==> src/rtl/decoder_stage_controller_pkg.sv <==
// Shared parameters for the union-find decoder: the stage encodings broadcast
// to every processing unit, plus a helper for sizing counters.
package decoder_stage_controller_pkg;

    localparam int STAGE_WIDTH = 3;

    localparam logic [STAGE_WIDTH-1:0] STAGE_IDLE                = 3'd0;
    localparam logic [STAGE_WIDTH-1:0] STAGE_MEASUREMENT_LOADING = 3'd1;
    localparam logic [STAGE_WIDTH-1:0] STAGE_GROW                = 3'd2;
    localparam logic [STAGE_WIDTH-1:0] STAGE_MERGE               = 3'd3;
    localparam logic [STAGE_WIDTH-1:0] STAGE_PEELING             = 3'd4;

    // Bits needed to hold every value 0..limit, never less than one bit.
    function automatic int cnt_width(input int limit);
        return (limit < 1) ? 1 : $clog2(limit + 1);
    endfunction

endpackage

==> src/rtl/decoder_stage_controller_busy_odd_reducer.sv <==
// Registered OR-reduction of the per-PU busy and odd flags. This is the only
// place where the full PU_COUNT fan-in is built; one cycle of latency.
module decoder_stage_controller_busy_odd_reducer #(
    parameter int PU_COUNT = 40
) (
    input  logic                clk,
    input  logic                reset,
    input  logic [PU_COUNT-1:0] i_busy,
    input  logic [PU_COUNT-1:0] i_odd,
    output logic                o_busy_any,
    output logic                o_odd_any
);

    logic r_busy_any;
    logic r_odd_any;

    // Register the reduced flags so the wide OR tree has a full cycle.
    always_ff @(posedge clk) begin
        if (reset) begin
            r_busy_any <= 1'b0;
            r_odd_any  <= 1'b0;
        end else begin
            r_busy_any <= |i_busy;
            r_odd_any  <= |i_odd;
        end
    end

    assign o_busy_any = r_busy_any;
    assign o_odd_any  = r_odd_any;

endmodule

==> src/rtl/decoder_stage_controller.sv <==
// Global stage sequencer for the union-find decoder: IDLE -> LOAD -> (GROW ->
// MERGE)* -> PEELING, with iteration limit and a merge watchdog.
module decoder_stage_controller
    import decoder_stage_controller_pkg::*;
#(
    parameter int PU_COUNT         = 40,
    parameter int ITER_WIDTH       = 8,
    parameter int MAX_ITERATIONS   = 32,
    parameter int GROW_CYCLES      = 2,
    parameter int MERGE_SETTLE     = 2,
    parameter int MAX_MERGE_CYCLES = 255
) (
    input  logic                   clk,
    input  logic                   reset,
    input  logic                   start,
    output logic                   ready,
    input  logic [PU_COUNT-1:0]    busy,
    input  logic [PU_COUNT-1:0]    odd,
    output logic [STAGE_WIDTH-1:0] global_stage,
    output logic [ITER_WIDTH-1:0]  iteration,
    output logic                   result_valid,
    input  logic                   result_ack,
    output logic                   timeout
);

    // PU stage register + PU busy register + reducer register.
    localparam int MERGE_BLANK = 3;

    localparam int GC_W = cnt_width(GROW_CYCLES);
    localparam int MC_W = cnt_width((MAX_MERGE_CYCLES > MERGE_BLANK) ? MAX_MERGE_CYCLES : MERGE_BLANK);
    localparam int QC_W = cnt_width(MERGE_SETTLE);

    localparam logic [GC_W-1:0]       GROW_LAST     = GC_W'(GROW_CYCLES - 1);
    localparam logic [MC_W-1:0]       MERGE_LIMIT   = MC_W'(MAX_MERGE_CYCLES);
    localparam logic [MC_W-1:0]       BLANK_CYCLES  = MC_W'(MERGE_BLANK);
    localparam logic [QC_W-1:0]       SETTLE_TARGET = QC_W'(MERGE_SETTLE);
    localparam logic [ITER_WIDTH-1:0] ITER_LIMIT    = ITER_WIDTH'(MAX_ITERATIONS);
    localparam logic [ITER_WIDTH-1:0] ITER_SAT      = '1;

    typedef enum logic [2:0] {
        ST_IDLE  = 3'd0,
        ST_LOAD  = 3'd1,
        ST_GROW  = 3'd2,
        ST_MERGE = 3'd3,
        ST_PEEL  = 3'd4
    } state_t;

    state_t                 r_state;
    logic [STAGE_WIDTH-1:0] r_stage;
    logic                   r_ready;
    logic                   r_result_valid;
    logic                   r_timeout;
    logic [ITER_WIDTH-1:0]  r_iteration;
    logic [GC_W-1:0]        r_grow_cnt;
    logic [MC_W-1:0]        r_merge_cnt;   // MERGE cycles completed before the current one
    logic [QC_W-1:0]        r_quiet_cnt;

    logic                   w_busy_any;
    logic                   w_odd_any;
    logic                   w_blanking;
    logic                   w_settled;
    logic                   w_watchdog;
    logic [MC_W-1:0]        w_merge_cnt_inc;
    logic [QC_W-1:0]        w_quiet_inc;
    logic [ITER_WIDTH-1:0]  w_iter_inc;

    decoder_stage_controller_busy_odd_reducer #(
        .PU_COUNT (PU_COUNT)
    ) u_reducer (
        .clk        (clk),
        .reset      (reset),
        .i_busy     (busy),
        .i_odd      (odd),
        .o_busy_any (w_busy_any),
        .o_odd_any  (w_odd_any)
    );

    assign w_merge_cnt_inc = (r_merge_cnt == MERGE_LIMIT) ? r_merge_cnt : (r_merge_cnt + MC_W'(1));
    assign w_blanking      = (r_merge_cnt < BLANK_CYCLES);
    assign w_quiet_inc     = r_quiet_cnt + QC_W'(1);
    assign w_settled       = !w_blanking && !w_busy_any && (w_quiet_inc == SETTLE_TARGET);
    // Fires on the last permitted MERGE cycle so MERGE lasts exactly MAX_MERGE_CYCLES.
    assign w_watchdog      = (w_merge_cnt_inc == MERGE_LIMIT);
    assign w_iter_inc      = (r_iteration == ITER_SAT) ? r_iteration : (r_iteration + ITER_WIDTH'(1));

    // Sequencer FSM; every output is registered and updated with the state.
    always_ff @(posedge clk) begin
        if (reset) begin
            r_state        <= ST_IDLE;
            r_stage        <= STAGE_IDLE;
            r_ready        <= 1'b1;
            r_result_valid <= 1'b0;
            r_timeout      <= 1'b0;
            r_iteration    <= '0;
            r_grow_cnt     <= '0;
            r_merge_cnt    <= '0;
            r_quiet_cnt    <= '0;
        end else begin
            case (r_state)
                ST_IDLE: begin
                    if (start) begin
                        r_state     <= ST_LOAD;
                        r_stage     <= STAGE_MEASUREMENT_LOADING;
                        r_ready     <= 1'b0;
                        r_iteration <= '0;
                        r_timeout   <= 1'b0;
                    end
                end
                ST_LOAD: begin
                    r_state     <= ST_GROW;
                    r_stage     <= STAGE_GROW;
                    r_grow_cnt  <= '0;
                    r_merge_cnt <= '0;
                    r_quiet_cnt <= '0;
                end
                ST_GROW: begin
                    if (r_grow_cnt == GROW_LAST) begin
                        r_state <= ST_MERGE;
                        r_stage <= STAGE_MERGE;
                    end else begin
                        r_grow_cnt <= r_grow_cnt + GC_W'(1);
                    end
                end
                ST_MERGE: begin
                    r_merge_cnt <= w_merge_cnt_inc;
                    // Reducer output is stale until the PU pipeline has seen STAGE_MERGE.
                    if (!w_blanking) begin
                        r_quiet_cnt <= w_busy_any ? '0 : w_quiet_inc;
                    end
                    if (w_settled) begin
                        r_iteration <= w_iter_inc;
                        if (!w_odd_any) begin
                            r_state        <= ST_PEEL;
                            r_stage        <= STAGE_PEELING;
                            r_result_valid <= 1'b1;
                            r_timeout      <= 1'b0;
                        end else if (w_iter_inc == ITER_LIMIT) begin
                            r_state        <= ST_PEEL;
                            r_stage        <= STAGE_PEELING;
                            r_result_valid <= 1'b1;
                            r_timeout      <= 1'b1;
                        end else begin
                            r_state     <= ST_GROW;
                            r_stage     <= STAGE_GROW;
                            r_grow_cnt  <= '0;
                            r_merge_cnt <= '0;
                            r_quiet_cnt <= '0;
                        end
                    end else if (w_watchdog) begin
                        r_state        <= ST_PEEL;
                        r_stage        <= STAGE_PEELING;
                        r_result_valid <= 1'b1;
                        r_timeout      <= 1'b1;
                    end
                end
                ST_PEEL: begin
                    if (result_ack) begin
                        r_state        <= ST_IDLE;
                        r_stage        <= STAGE_IDLE;
                        r_result_valid <= 1'b0;
                        r_ready        <= 1'b1;
                    end
                end
                default: begin
                    r_state        <= ST_IDLE;
                    r_stage        <= STAGE_IDLE;
                    r_ready        <= 1'b1;
                    r_result_valid <= 1'b0;
                end
            endcase
        end
    end

    assign global_stage = r_stage;
    assign ready        = r_ready;
    assign result_valid = r_result_valid;
    assign timeout      = r_timeout;
    assign iteration    = r_iteration;

endmodule
==> config.mk <==
export PLATFORM = sky130hd
export DESIGN_NAME = decoder_stage_controller
export DESIGN_NICKNAME = d
export VERILOG_FILES = /design/src/rtl/decoder_stage_controller_pkg.sv /design/src/rtl/decoder_stage_controller_busy_odd_reducer.sv /design/src/rtl/decoder_stage_controller.sv
export SDC_FILE = /design/constraint.sdc
export NUM_CORES = 1
export LEC_CHECK = 0
export BUFFER_PORTS_ARGS = -buffer_cell sky130_fd_sc_hd__clkbuf_2
export CAP_MARGIN = 20
export CORE_MARGIN = 2
export CORE_UTILIZATION = 50
export CTS_BUF_LIST = sky130_fd_sc_hd__clkbuf_16
export CTS_CLUSTER_SIZE = 16
export DETAILED_ROUTE_END_ITERATION = 6
export GPL_TIMING_DRIVEN = 0
export PLACE_DENSITY_LB_ADDON = 0.08
export SLEW_MARGIN = 20
export SYNTH_ARGS = -nofsm -noshare
export SYNTH_HDL_FRONTEND = slang
export SYNTH_SLANG_ARGS = --single-unit
==> constraint.sdc <==
create_clock -name clk -period 4.6 [get_ports clk]
set_input_delay 0 -clock clk [delete_from_list [all_inputs] [get_ports clk]]
set_output_delay 0 -clock clk [all_outputs]
set_load 0.02 [all_outputs]
**Word level (Yosys, flattened, before mapping)**

Index checks and enable logic that the tools add are counted.

- Logic and storage cells: 94
- Output and inout bits: 14
- Flip-flop bits (word level): 28

- Equal/unequal tests: 19
- Bitwise logic cells: 2
- Order comparisons: 1
- Reduce and logical (&&, ||, !) cells: 18
- Mux-type cells: 40
- $add $sub $neg: 4

Operators by type and width:

| cell | count |
|---|---|
| 40-bit OR reduction | 2 |
| 8-bit 2-to-1 mux | 7 |
| 8-bit case mux with 2 select lines | 2 |
| 8-bit equality test (second input constant) | 3 |
| 3-bit 2-to-1 mux | 7 |
| 2-bit 2-to-1 mux | 9 |
| 8-bit by 1-bit adder with 8-bit output (second input constant) | 2 |
| 3-bit case mux with 5 select lines | 1 |
| 2-bit inequality test (second input constant) | 6 |
| 4-bit AND reduction | 3 |
| 1-bit 2-to-1 mux | 9 |
| 8-bit by 6-bit equality test with 1-bit output (second input constant) | 1 |
| 8-bit by 2-bit less-than comparator with 1-bit output (second input constant) | 1 |
| 3-bit by 2-bit equality test with 1-bit output (second input constant) | 2 |
| 1-bit case mux with 3 select lines | 2 |
| 2-bit case mux with 3 select lines | 1 |
| 3-bit AND reduction | 2 |
| 3-bit OR reduction | 2 |
| 5-bit AND reduction | 1 |
| 2-bit by 1-bit adder with 2-bit output (second input constant) | 2 |
| 4-bit inequality test (second input constant) | 1 |
| 2-bit case mux with 2 select lines | 1 |
| 2-bit nonzero test | 2 |
| 3-bit by 1-bit equality test with 1-bit output (second input constant) | 1 |
| 11 further kinds | 14 |

**Logic depth before layout (Yosys ltp)**

- Depth after elaboration: 7
- Gate-level depth with buffers: 10

**Hierarchy**

A second synthesis with hierarchy kept.

- Cells, all modules: 246
- Area, all modules: 1956.9 µm²

Modules (own cells, without submodules):

| module | times used | sequential area each (µm²) | area an instance (µm²) | cells an instance |
|---|---|---|---|---|
| decoder_stage_controller | 1 | 520.5 | 1739.2 | 218 |
| decoder_stage_controller_busy_odd_reducer | 1 | 40.0 | 217.7 | 28 |

**Least setup slack after synthesis**

Ideal clock, no wire load.

- Kind: register to register
- Start point: register r_iteration[0], in the netlist iteration[0]
- End point: register r_merge_cnt[3]
- Data arrival time: 2.198 ns
- Path slack: 2.302 ns
- Stages on the path, launching flop included: 10
- Buffers on the path: 2
- Cell sequence: dfxtp_1 > ha_1 > and4_1 > buf_4 > nand4b_1 > a221oi_2 > a211o_1 > buf_6 > a31oi_4 > a2111oi_4

- Longest elaborated chain between the ends: 7
- Elaborated cells between the ends (all ways): 8

RTL lines:

| item | line | text |
|---|---|---|
| from (decl) | decoder_stage_controller.sv:53 | `logic [ITER_WIDTH-1:0] r_iteration;` |
| from (signal assigned) | decoder_stage_controller.sv:131 | `r_iteration <= w_iter_inc;` |
| 8-bit by 1-bit adder with 8-bit output or 8-bit equality test (tied branches) | decoder_stage_controller.sv:84 | `assign w_iter_inc = (r_iteration == ITER_SAT) ? r_iteration : (r_iteration + ITER_WIDTH'(1));` |
| 8-bit 2-to-1 mux * | decoder_stage_controller.sv:84 |  |
| 8-bit by 6-bit equality test with 1-bit output * | decoder_stage_controller.sv:137 | `end else if (w_iter_inc == ITER_LIMIT) begin` |
| 8-bit 2-to-1 mux * | decoder_stage_controller.sv:137 |  |
| 8-bit 2-to-1 mux * | decoder_stage_controller.sv:132 | `if (!w_odd_any) begin` |
| 8-bit 2-to-1 mux * | decoder_stage_controller.sv:130 | `if (w_settled) begin` |
| 8-bit case mux with 2 select lines * | decoder_stage_controller.sv:99 | `case (r_state)` |
| to (signal assigned) | decoder_stage_controller.sv:125 | `r_merge_cnt <= w_merge_cnt_inc;` |
| to (decl) | decoder_stage_controller.sv:55 | `logic [MC_W-1:0] r_merge_cnt;` |

Every way passes the cells marked *; elsewhere a longest branch is shown, timed or not.
A chain may end at the register's enable or synchronous reset.

**Final worst setup path**

- Start point: register r_iteration[0], in the netlist iteration[0]
- End point: register r_merge_cnt[2]

The elaborated chain is that of the path after synthesis.

==> results.ini <==
[status]
status = finished, final reports clean

[drt]
via_per_inst = 5.80
drc = 0
wire_per_inst_microns = 13.6
vias = 2394
drt-initial-drc-count = 239
drtPass1Iterations = 5
final_antenna_net_count = 0
wirelength_mm = 5.64

[critical_path]
path_cells = ha_1, and4_1, buf_4, nand4b_1, a221oi_2, a211o_1, buf_6, buf_8, a31oi_1, nor3_1
cpPeakStageDelay_ns = 0.49
timing.rr.start = iteration[0]
worst-path-max-fanout = 10
r2r.worst_path.cells = 10
cp.required_ns = 4.78
startpoint_type = register
r2r_slack_ns = 2.05
worstPathArrival_ns = 2.73
slowest_stage = dfxtp_1
cp-end-kind = register
worstSetupPathType = register to register
crit_path_start = iteration[0]
rr_endpoint = r_merge_cnt[2]

[placed_design]
place_congestion = 0.900
dpl.cell_count = 409
io_buffers = 97
hpwl_mm = 4.25

[layout]
layoutNonFillerInstCount = 413
nets = 452
final_util_pct = 67.7
layout-drive-gt1-share_pct = 34.7
area_growth_pct = 32.4
diodes = 0

[yosys]
yosys.area.top_type = dfxtp_1
syn_avg_cell_area_sq_um = 7.70
syn_nets = 350
ys_types = 50
ys_warn_count = 0
ys.flop_type = dfxtp_1
netlist_instances = 262
seq_area_frac_synth_pct = 27.8
async_flop_share_pct = 0
yosysMostFrequentCell = dfxtp_1
synth_edf_count = 0
synthesis.area_sq_um = 2020
synth_common_cells = 28 x dfxtp_1, 23 x nor2_1, 22 x nor4_1
synthTopCellsByArea = dfxtp_1 28%, nor4_1 6.8%, nor2_1 4.3%
synth_top_area_share_pct = 27.8
synth_seq_cells = 28

[pwr]
vdd_drop_max_mv = 0.187
leakage_nw = 1.11
power_density_nw_per_um2 = 240
p_total_w = 0.000641

[global_route]
grt_pass1_wl_mm = 9.17
grtUsageTotal_pct = 25.5
grt_pass1_vias = 2035
grt_max_degree = 17
antenna_found_initial = 0
grt_overflow = 0

[floorplanning]
die_area_sq_um = 4560
rows = 23
die_w_microns = 67.5
core_area_sq_um = 3940
initial_utilization_pct = 51.2
ios = 98
die_h_microns = 67.5

[timing]
hold_viol = 0
setup_viol = 0
slew_headroom_pct = 57.5
final.min_clock_period_ns = 2.55
rsz0062_at_grt = false
fin_worst_skew_ns = 0.00594
period_share_pct = 55.4
worstMarginPinSlew_ns = 0.638
fmax_mhz = 392
fin_setup_tns_ns = 0
slew_violations = 0

[job]
drv_cap = 0

[clock_network]
cts_tree = done
cts_sinks = 28
post_cts_resized = 0
numCtsBuffers = 3
cts_hold_buf = 0
clkTransAtPathRegs_ns = 0.07
clk_latency_ns = 0.27
cts_max_level = 1
clockBufferDepth = 2
postCtsSetupBuffers = 0
clock-root-buffer = clkbuf_16

[min_path]
hp-start = reset
holdPathEnd = global_stage[2]
min_path_type = primary input to register
hold_depth = 3

-- layer usage --
layer | wire length [microns] | track usage (%) | share of wire [%] | vias up
met2 | 2800 | 43.4 | 50 | 85
met1 | 2480 | 34.1 | 44 | 1091
met3 | 319 | 3.50 | 5.7 | 6
met4 | 30 | 5.87 | 0.53 | 0
met5 | 0 | 0 | 0 | -
li1 | - | - | - | 1212
-- through the flow --
stage	hold WS (ns)	worst slack (ns)	cell area [sq um]
floorplan	0.180	2.30	2020
global placement	0.296	2.09	2560
detailed placement	0.302	2.14	2560
CTS	0.0176	2.11	2670
global route	0.0386	1.78	2670
finish	0.0176	2.05	2670
-- cells in the final DEF (no fill, tap or decap), types with 6 or more instances in the layout --
cell type	n
o21ai_0	10
nand3_1	15
clkbuf_2	98
nor3_1	10
nor4_1	22
clkbuf_1	6
nand4_1	10
nor2_1	23
a41oi_1	6
a31oi_1	9
inv_1	6
a21oi_1	16
a211oi_1	7
dfxtp_1	28
buf_2	9
nand2_1	19
-- power by group --
group          switching, W  internal (W)  total [W]
combinational     0.0000675     0.0000567   0.000124
sequential       0.00000711      0.000249   0.000256
clock             0.0000873      0.000173   0.000261
-- how the worst max path moves through the flow --
| stage | endpoint | cells past startpoint |
|---|---|---|
| 2_1_floorplan | r_merge_cnt[3] | 9 |
| 3_3_place_gp | timeout | 8 |
| 3_5_place_dp | timeout | 8 |
| 4_1_cts | r_merge_cnt[2] | 10 |
| 5_1_grt | iteration[7] | 8 |
| 6_report | r_merge_cnt[2] | 10 |
-- worst max-delay path, delay by kind of cell, from the launching register on --
family | cells | cell delay [ns]
compound gates | 3 | 0.65
fa+ha+maj | 1 | 0.30
buf+inv | 3 | 0.46
flops | 1 | 0.49
simple gates | 3 | 0.55
-- area by class of cell --
| type | instances | area (sq um) |
|---|---|---|
| fill | 345 | 1270 |
| inverter | 6 | 22.5 |
| buffer | 22 | 129 |
| clock buffer | 3 | 75.1 |
| multi-input combinational | 206 | 1310 |
| clock inverter | 1 | 30.0 |
| tap | 50 | 62.6 |
| sequential | 28 | 561 |
| timing repair buffer | 97 | 485 |
-- logic make-up after synthesis --
logic type / after synthesis / synth area share [%]
DFF: 28 / 27.8
adders and majority gates: 4 / 2.48
buffers and inverters: 28 / 7.51
xor gates and xnor gates: 1 / 0.434
muxes: 3 / 1.49
AOI/OAI and AO/OA: 73 / 27.0
and+or+nand+nor: 125 / 33.2
-- flip-flops by register name (all words and copies together) (netlist names) --
register              cells
r_grow_cnt                2
timeout                   1
iteration                 8
u_reducer.o_odd_any       1
ready                     1
u_reducer.o_busy_any      1
global_stage              3
r_merge_cnt               8
r_quiet_cnt               2
result_valid              1
No activity file was read; power rests on OpenSTA's default activity.
